[src/rtl/limn2600_pkg.sv]
// limn2600 shared package: arbiter state encoding, timeout data pattern and
// the memory map base addresses of the limn2600 SRAM/ROM/NVRAM block.
package limn2600_pkg;

  typedef enum logic [1:0] {
    StIdle  = 2'd0,
    StIssue = 2'd1,
    StWait  = 2'd2,
    StDone  = 2'd3
  } arb_state_e;

  // Read data returned to a master whose access timed out.
  localparam logic [31:0] TIMEOUT_DATA = 32'hDEADBEEF;

  localparam logic [31:0] ROM_BASE   = 32'hFFFE0000;
  localparam logic [31:0] NVRAM_BASE = 32'hF8000000;
  localparam logic [31:0] RAM_BASE   = 32'h00000000;

endpackage

[src/rtl/limn2600_rr_pick.sv]
// Combinational round-robin priority picker.
// Grants the first requesting index at or after the pointer, scanning upward
// and wrapping modulo NUM_MASTERS.
// Ports:
//   i_req  request vector
//   i_ptr  round-robin pointer (highest priority index), must be < NUM_MASTERS
//   o_gnt  one-hot grant (all zero when nothing requests)
//   o_idx  binary index of the granted requester (0 when nothing requests)
module limn2600_rr_pick #(
  parameter int unsigned NUM_MASTERS = 3
) (
  input  logic [NUM_MASTERS-1:0]         i_req,
  input  logic [$clog2(NUM_MASTERS)-1:0] i_ptr,
  output logic [NUM_MASTERS-1:0]         o_gnt,
  output logic [$clog2(NUM_MASTERS)-1:0] o_idx
);

  localparam int unsigned IdxW = $clog2(NUM_MASTERS);

  always_comb begin
    int unsigned      cand;
    logic [IdxW-1:0]  w_cand;
    logic             found;
    o_gnt = '0;
    o_idx = '0;
    found = 1'b0;
    cand  = 0;
    w_cand = '0;
    for (int unsigned k = 0; k < NUM_MASTERS; k++) begin
      cand = 32'(i_ptr) + k;
      if (cand >= NUM_MASTERS) cand = cand - NUM_MASTERS;
      w_cand = IdxW'(cand);
      if (!found && i_req[w_cand]) begin
        found         = 1'b1;
        o_gnt[w_cand] = 1'b1;
        o_idx         = w_cand;
      end
    end
  end

endmodule

[src/rtl/limn2600_mem_arbiter.sv]
// Round-robin arbiter sharing the single-port limn2600 memory block between
// NUM_MASTERS requesters. Each transaction runs IDLE -> ISSUE -> WAIT -> DONE:
// a one-cycle mem_cs strobe, a wait for mem_rdy, then a one-cycle m_rdy pulse
// to the granted master with read data on the shared m_rdata bus.
// Optional build macro: LIMN_ARB_TIMEOUT_EN enables a WAIT-state timeout of
// TIMEOUT_CYCLES cycles that completes the access with m_err and TIMEOUT_DATA.
// Ports:
//   clk, rst                 clock, asynchronous active-high reset
//   m_req/m_we/m_addr/m_wdata per-master request level, write enable, address,
//                            write data (flattened, master i in slice i)
//   m_rdy/m_err/m_rdata      one-hot completion and error pulses, shared data
//   mem_cs/mem_we/mem_addr/mem_wdata  memory request (cs is a 1-cycle strobe)
//   mem_rdy/mem_rdata        memory completion pulse and read data
//   busy                     high whenever the FSM is not idle
module limn2600_mem_arbiter
  import limn2600_pkg::*;
#(
  parameter int unsigned DATA_WIDTH     = 32,
  parameter int unsigned NUM_MASTERS    = 3,
  parameter int unsigned TIMEOUT_CYCLES = 64
) (
  input  logic                              clk,
  input  logic                              rst,
  input  logic [NUM_MASTERS-1:0]            m_req,
  input  logic [NUM_MASTERS-1:0]            m_we,
  input  logic [32*NUM_MASTERS-1:0]         m_addr,
  input  logic [DATA_WIDTH*NUM_MASTERS-1:0] m_wdata,
  output logic [NUM_MASTERS-1:0]            m_rdy,
  output logic [DATA_WIDTH-1:0]             m_rdata,
  output logic [NUM_MASTERS-1:0]            m_err,
  output logic                              mem_cs,
  output logic                              mem_we,
  output logic [31:0]                       mem_addr,
  output logic [DATA_WIDTH-1:0]             mem_wdata,
  input  logic                              mem_rdy,
  input  logic [DATA_WIDTH-1:0]             mem_rdata,
  output logic                              busy
);

  localparam int unsigned IdxW = $clog2(NUM_MASTERS);

  if (NUM_MASTERS < 2 || NUM_MASTERS > 8) begin : g_bad_num_masters
    $error("NUM_MASTERS must be in 2..8");
  end
  if (TIMEOUT_CYCLES < 1) begin : g_bad_timeout
    $error("TIMEOUT_CYCLES must be at least 1");
  end

  arb_state_e r_state, w_state_d;

  logic [IdxW-1:0]        r_ptr, w_ptr_d;
  logic [IdxW-1:0]        r_grant_idx, w_grant_idx_d;
  logic [NUM_MASTERS-1:0] r_grant, w_grant_d;
  logic                   r_mem_cs, w_mem_cs_d;
  logic                   r_mem_we, w_mem_we_d;
  logic [31:0]            r_mem_addr, w_mem_addr_d;
  logic [DATA_WIDTH-1:0]  r_mem_wdata, w_mem_wdata_d;
  logic [NUM_MASTERS-1:0] r_m_rdy, w_m_rdy_d;
  logic [DATA_WIDTH-1:0]  r_m_rdata, w_m_rdata_d;
  logic [NUM_MASTERS-1:0] w_m_err_d;
  logic                   r_busy, w_busy_d;
  logic                   w_tmo_hit;

  logic [NUM_MASTERS-1:0] w_pick_gnt;
  logic [IdxW-1:0]        w_pick_idx;

  limn2600_rr_pick #(
    .NUM_MASTERS(NUM_MASTERS)
  ) u_rr_pick (
    .i_req(m_req),
    .i_ptr(r_ptr),
    .o_gnt(w_pick_gnt),
    .o_idx(w_pick_idx)
  );

`ifdef LIMN_ARB_TIMEOUT_EN
  localparam int unsigned TmoW = $clog2(TIMEOUT_CYCLES + 1);

  logic [TmoW-1:0]        r_tmo, w_tmo_d;
  logic [NUM_MASTERS-1:0] r_m_err;

  // Counter is zero in every non-WAIT state, so it restarts on each WAIT entry.
  assign w_tmo_hit = (r_tmo == TmoW'(TIMEOUT_CYCLES - 1));
  assign w_tmo_d   = (r_state == StWait) ? r_tmo + 1'b1 : '0;

  always_ff @(posedge clk or posedge rst) begin
    if (rst) begin
      r_tmo   <= '0;
      r_m_err <= '0;
    end else begin
      r_tmo   <= w_tmo_d;
      r_m_err <= w_m_err_d;
    end
  end

  assign m_err = r_m_err;
`else
  assign w_tmo_hit = 1'b0;
  assign m_err     = '0;
`endif

  // State register.
  always_ff @(posedge clk or posedge rst) begin
    if (rst) begin
      r_state <= StIdle;
    end else begin
      r_state <= w_state_d;
    end
  end

  // Next-state logic.
  always_comb begin
    w_state_d = r_state;
    unique case (r_state)
      StIdle:  if (|m_req) w_state_d = StIssue;
      StIssue: w_state_d = StWait;
      StWait:  if (mem_rdy || w_tmo_hit) w_state_d = StDone;
      StDone:  w_state_d = StIdle;
      default: w_state_d = StIdle;
    endcase
  end

  // Next values of the registered outputs and grant bookkeeping.
  always_comb begin
    w_ptr_d       = r_ptr;
    w_grant_idx_d = r_grant_idx;
    w_grant_d     = r_grant;
    w_mem_cs_d    = 1'b0;
    w_mem_we_d    = 1'b0;
    w_mem_addr_d  = r_mem_addr;
    w_mem_wdata_d = r_mem_wdata;
    w_m_rdy_d     = '0;
    w_m_rdata_d   = r_m_rdata;
    w_m_err_d     = '0;
    w_busy_d      = (w_state_d != StIdle);
    unique case (r_state)
      StIdle: begin
        if (|m_req) begin
          w_grant_idx_d = w_pick_idx;
          w_grant_d     = w_pick_gnt;
          w_mem_cs_d    = 1'b1;
          w_mem_we_d    = m_we[w_pick_idx];
          w_mem_addr_d  = m_addr[32*w_pick_idx +: 32];
          w_mem_wdata_d = m_wdata[DATA_WIDTH*w_pick_idx +: DATA_WIDTH];
        end
      end
      StWait: begin
        // A real response wins over a timeout expiring in the same cycle.
        if (mem_rdy) begin
          w_m_rdata_d = mem_rdata;
          w_m_rdy_d   = r_grant;
        end else if (w_tmo_hit) begin
          w_m_rdata_d = DATA_WIDTH'(TIMEOUT_DATA);
          w_m_rdy_d   = r_grant;
          w_m_err_d   = r_grant;
        end
      end
      StDone: begin
        w_ptr_d = (r_grant_idx == IdxW'(NUM_MASTERS - 1)) ? '0 : r_grant_idx + 1'b1;
      end
      default: ;
    endcase
  end

  always_ff @(posedge clk or posedge rst) begin
    if (rst) begin
      r_ptr       <= '0;
      r_grant_idx <= '0;
      r_grant     <= '0;
      r_mem_cs    <= 1'b0;
      r_mem_we    <= 1'b0;
      r_mem_addr  <= '0;
      r_mem_wdata <= '0;
      r_m_rdy     <= '0;
      r_m_rdata   <= '0;
      r_busy      <= 1'b0;
    end else begin
      r_ptr       <= w_ptr_d;
      r_grant_idx <= w_grant_idx_d;
      r_grant     <= w_grant_d;
      r_mem_cs    <= w_mem_cs_d;
      r_mem_we    <= w_mem_we_d;
      r_mem_addr  <= w_mem_addr_d;
      r_mem_wdata <= w_mem_wdata_d;
      r_m_rdy     <= w_m_rdy_d;
      r_m_rdata   <= w_m_rdata_d;
      r_busy      <= w_busy_d;
    end
  end

  assign mem_cs    = r_mem_cs;
  assign mem_we    = r_mem_we;
  assign mem_addr  = r_mem_addr;
  assign mem_wdata = r_mem_wdata;
  assign m_rdy     = r_m_rdy;
  assign m_rdata   = r_m_rdata;
  assign busy      = r_busy;

endmodule

[config.mk]
export PLATFORM = sky130hd
export DESIGN_NAME = limn2600_mem_arbiter
export DESIGN_NICKNAME = d
export VERILOG_FILES = /design/src/rtl/limn2600_pkg.sv /design/src/rtl/limn2600_rr_pick.sv /design/src/rtl/limn2600_mem_arbiter.sv
export SDC_FILE = /design/constraint.sdc
export NUM_CORES = 1
export LEC_CHECK = 0
export BUFFER_PORTS_ARGS = -buffer_cell sky130_fd_sc_hd__buf_2
export CAP_MARGIN = 20
export CORE_ASPECT_RATIO = 1.1
export CORE_MARGIN = 2
export CORE_UTILIZATION = 35
export DETAILED_ROUTE_END_ITERATION = 8
export GPL_TIMING_DRIVEN = 0
export PLACE_DENSITY_LB_ADDON = 0.15
export SETUP_SLACK_MARGIN = 0.05
export SYNTH_ARGS = -nofsm -noshare
export SYNTH_HDL_FRONTEND = slang
export SYNTH_SLANG_ARGS = --single-unit
[constraint.sdc]
create_clock -name clk -period 4.8 [get_ports clk]
set_input_delay 0.24 -clock clk [delete_from_list [all_inputs] [get_ports clk]]
set_output_delay 0.24 -clock clk [all_outputs]
set_load 0.05 [all_outputs]
==> out/results.ini <==
[run_status]
outcome=finished clean

[setup_path]
reg2regPathDepth=11
critPathBufInv=4
timing.critical_path.slowest_stage_cell=sky130_fd_sc_hd__dfrtp_1
critPathMaxFanout=10
critPathCaptureType=flop
r2r-start=r_ptr[0]
r2r_slack_ns=2.04
crit_arrival_ns=3.00
start_kind=flop
crit_end=mem_addr[25]
worst-path-stages=11
reg2reg_to=mem_addr[25]
max_stage_delay_ns=0.38
timing.critical_path.cells=inv_1, ha_1, buf_4, nand3b_1, nor3_1, nor3b_1, buf_2, nand2_1, buf_2, nor2_1, o22ai_1
crit_start=r_ptr[0]
setup.worst_path.class=reg2reg
worst_ep_required_time_ns=5.04
timing.critical_path.max_delay_family=simple AND/OR/NAND/NOR gates
cpMostUsedCell=sky130_fd_sc_hd__buf_2

[synthesis]
yosysWarnings=0
post_synth_fa_ha_maj_area_fraction_pct=1.40
seq_area_frac_synth_pct=44.3
post-synth-top-area-fraction_pct=44.3
dominant_combinational_cell_family_by_area_after_synthesis=compound AO/OA/AOI/OAI gates
post-synth-top-area-cell=sky130_fd_sc_hd__dfrtp_1
async_flop_share_pct=100
synthSimpleGateAreaFrac_pct=11.2
synth_enable_flop_cells=0
postSynthCellCount=665
synthesis.area_per_instance_um2=9.43
synth_compound_area_share_pct=29.8
syn_area_um2=6270
post_synth_main_area_contributors=sky130_fd_sc_hd__dfrtp_1 (44%), sky130_fd_sc_hd__o22a_1 (8.5%), sky130_fd_sc_hd__o211ai_1 (7.8%)
yosysUniqueCellTypes=43
post_synth_mux_area_share_pct=7.41
synth.ff_latch_count=111
most_common_flop_cell_mapped_by_yosys=sky130_fd_sc_hd__dfrtp_1
post_synthesis_xor_xnor_area_fraction_pct=0

[clock_network]
cts_resized=0
cts_tree=yes
cts-root-buf=sky130_fd_sc_hd__clkbuf_16
postCtsSetupBuffers=0
cts-buffers-inserted=9
cts_max_path_buffers=2
cts.sinks=111
cts.htree.levels=3
register_clock_pin_slew_on_the_reported_worst_setup_and_hold_paths_ns=0.08
worst_skew_pair.late_latency_ns=0.36

[detailed_routing]
final_wirelength_mm=22.4
vias=6663
route.detailed.vias_per_inst=5.30
detailed_router_iteration_count_before_antenna_repair=5
dr.first_iter.drc_count=448
wl_per_cell_um=17.8
post_route_drc=0
antenna_left=0

[global_routing]
global_route_wire_length_before_repair_mm=33.9
largest_net_degree_at_the_start_of_global_routing=71
first_global_vias=6280
initial_antenna_violation_count=1
residual_overflow_from_global_routing=0
grtUsageTotal_pct=22.5

[timing]
final-max-slew-violation-count=0
fin_crit_sh_pct=57.5
slew-limit-headroom_pct=61.3
setup-violations-final=0
worst_pin_slew_ns=0.581
fmax_mhz=362
hold_viol=0
period_minus_slack_ns=2.76
fin_setup_tns_ns=0
grt_setup_unrepaired=no
clock-skew-final_ns=0.00700

[final_layout]
syn2layout_area_growth_pct=36.9
layout.nets=1253
post_route_cells_drive_above_1_share_pct=43.1
stdcell_area_um2=8580
fillCellCount=1797
regArea_um2=2780
diodes=0
area_of_the_multi_input_gates_um2=3130

[pwr]
vdd_ir_drop_max_mv=0.354
power_frac_comb_pct=66.2
power.share.clock_pct=10.8
power_density_nw_per_um2=831
p_int_uw=3180
p_leak_uw=0.00395
total_power_uw=7130
power.net_switching_uw=3960
power.switching_fraction_pct=55.5
pwr-share-seq_pct=23.1

[min_path]
worst_hold_path_type=in2reg

[placement]
globalplace.congestion=0.863
final_hpwl_dp_mm=16.4
dpl_cell_area_um2=8270
io_buffers=333

[floorplan]
coreArea_um2=17600
floorplan.rows=51
initial_core_util_pct=35.6
design.portCount=338
die_area_um2=19000
die_h_um=144
dieWidth_um=132

[run]
drv_cap=0

[metrics by stage]
stage / instances / util [%] / hold slack [ns] / setup slack, ns
after global placement: 1238 / 46.8 / 0.462 / -0.0237
after detailed placement: 1239 / 47.0 / 0.293 / 2.08
after floorplan: 667 / - / 0.391 / 1.63
final: 1256 / 48.7 / 0.100 / 2.04
after CTS: 1256 / 48.7 / 0.0887 / 2.04
after global routing: 1256 / 48.7 / 0.0874 / 1.79
[cell usage after synthesis (all sizes together) (8+ instances only)]
master and count:
nor2 127, dfrtp 111, o211ai 65, a21oi 64
o22ai 62, o22a 61, buf 48, mux2 33
clkbuf 14, nand2 13, o21ai 10, mux2i 8
[power by group through the flow]
stage                     logic [µW]  clock network, µW  registers [µW]
after floorplan                 2020                  0            3150
after global placement          4710                  0            1660
after detailed placement        4740                  0            1660
after CTS                       4740                789            1650
after global routing            5060                825            1700
final                           4720                767            1650
[sequential cells by signal, summed over array words and instances, names as in the netlist]
name and flops:
mem_addr 32, r_ptr 2, m_rdata 32, r_grant_idx 2, mem_we 1, mem_wdata 32, busy 1, mem_cs 1
m_rdy 3, r_state 2, r_grant 3
[routing by layer]
layer	part of all wire (%)	global-route usage, %
met1	42	29.4
met2	49	37.9
met3	7.5	5.08
met4	1.2	5.72
met5	0.031	0
[placed cells by master (no fill, tap or decap), types with 2 or more instances in the layout]
cell type                   instances
sky130_fd_sc_hd__buf_2            367
sky130_fd_sc_hd__nor2_1           127
sky130_fd_sc_hd__dfrtp_1          111
sky130_fd_sc_hd__o211ai_1          65
sky130_fd_sc_hd__a21oi_1           63
sky130_fd_sc_hd__o22a_1            61
sky130_fd_sc_hd__o22ai_1           61
sky130_fd_sc_hd__mux2_2            33
sky130_fd_sc_hd__clkbuf_1          14
sky130_fd_sc_hd__nand2_1           12
sky130_fd_sc_hd__o21ai_0           10
sky130_fd_sc_hd__clkbuf_16          9
sky130_fd_sc_hd__mux2i_1            7
sky130_fd_sc_hd__ha_1               7
sky130_fd_sc_hd__buf_6              6
sky130_fd_sc_hd__buf_4              5
sky130_fd_sc_hd__nand3_1            5
sky130_fd_sc_hd__inv_1              4
sky130_fd_sc_hd__buf_1              3
sky130_fd_sc_hd__nand2b_1           3
sky130_fd_sc_hd__a211oi_1           3
sky130_fd_sc_hd__and3_1             3
sky130_fd_sc_hd__inv_6              3
sky130_fd_sc_hd__conb_1             3
sky130_fd_sc_hd__inv_2              2
sky130_fd_sc_hd__nand3b_1           2
sky130_fd_sc_hd__nor2b_1            2
sky130_fd_sc_hd__nor3_1             2
sky130_fd_sc_hd__a31oi_1            2
sky130_fd_sc_hd__clkinv_8           2
[what timing repair did]
item / in CTS / in global routing
hold buffers: 1 / 0
endpoints found under the setup margin: 0 / 0
hold endpoints to repair: 41 / 0
[cell type report]
type / count / share of cell area [%]
clock inverter: 7 / 0.875
inverter: 7 / 0.364
sequential: 111 / 32.4
timing repair buffer: 335 / 19.9
tap: 238 / 3.47
buffer: 62 / 3.95
clock buffer: 9 / 2.62
multi-input combinational: 487 / 36.5
[worst register-to-register path: stages (launching register included)]
cell                       delay [ns]
sky130_fd_sc_hd__dfrtp_1         0.38
sky130_fd_sc_hd__inv_1           0.08
sky130_fd_sc_hd__ha_1            0.30
sky130_fd_sc_hd__buf_4           0.18
sky130_fd_sc_hd__nand3b_1        0.20
sky130_fd_sc_hd__nor3_1          0.08
sky130_fd_sc_hd__nor3b_1         0.19
sky130_fd_sc_hd__buf_2           0.34
sky130_fd_sc_hd__nand2_1         0.36
sky130_fd_sc_hd__buf_2           0.32
sky130_fd_sc_hd__nor2_1          0.12
sky130_fd_sc_hd__o22ai_1         0.10
[how the worst min path moves through the flow]
stage | from | to | slack [ns] | cells past startpoint
2_1_floorplan | mem_rdata[22] | m_rdata[22] | 0.39 | 1
3_3_place_gp | r_grant[2] | r_grant[2] | 0.46 | 1
3_5_place_dp | rst | mem_addr[27] | 0.29 | 2
4_1_cts | mem_rdata[22] | m_rdata[22] | 0.09 | 2
5_1_grt | mem_rdata[13] | m_rdata[13] | 0.09 | 2
6_report | mem_rdata[20] | m_rdata[20] | 0.10 | 2
[kinds of logic (layout without fill, tap and decap cells)]
group	after synthesis	count (layout)
AO/OA/AOI/OAI	272	272
AND/OR/NAND/NOR	164	164
flip-flops	111	111
buffers and inverters	69	420
multiplexers	41	41
adder cells (fa/ha/maj)	7	7
other	1	3
Power figures use the tool's default switching activity.
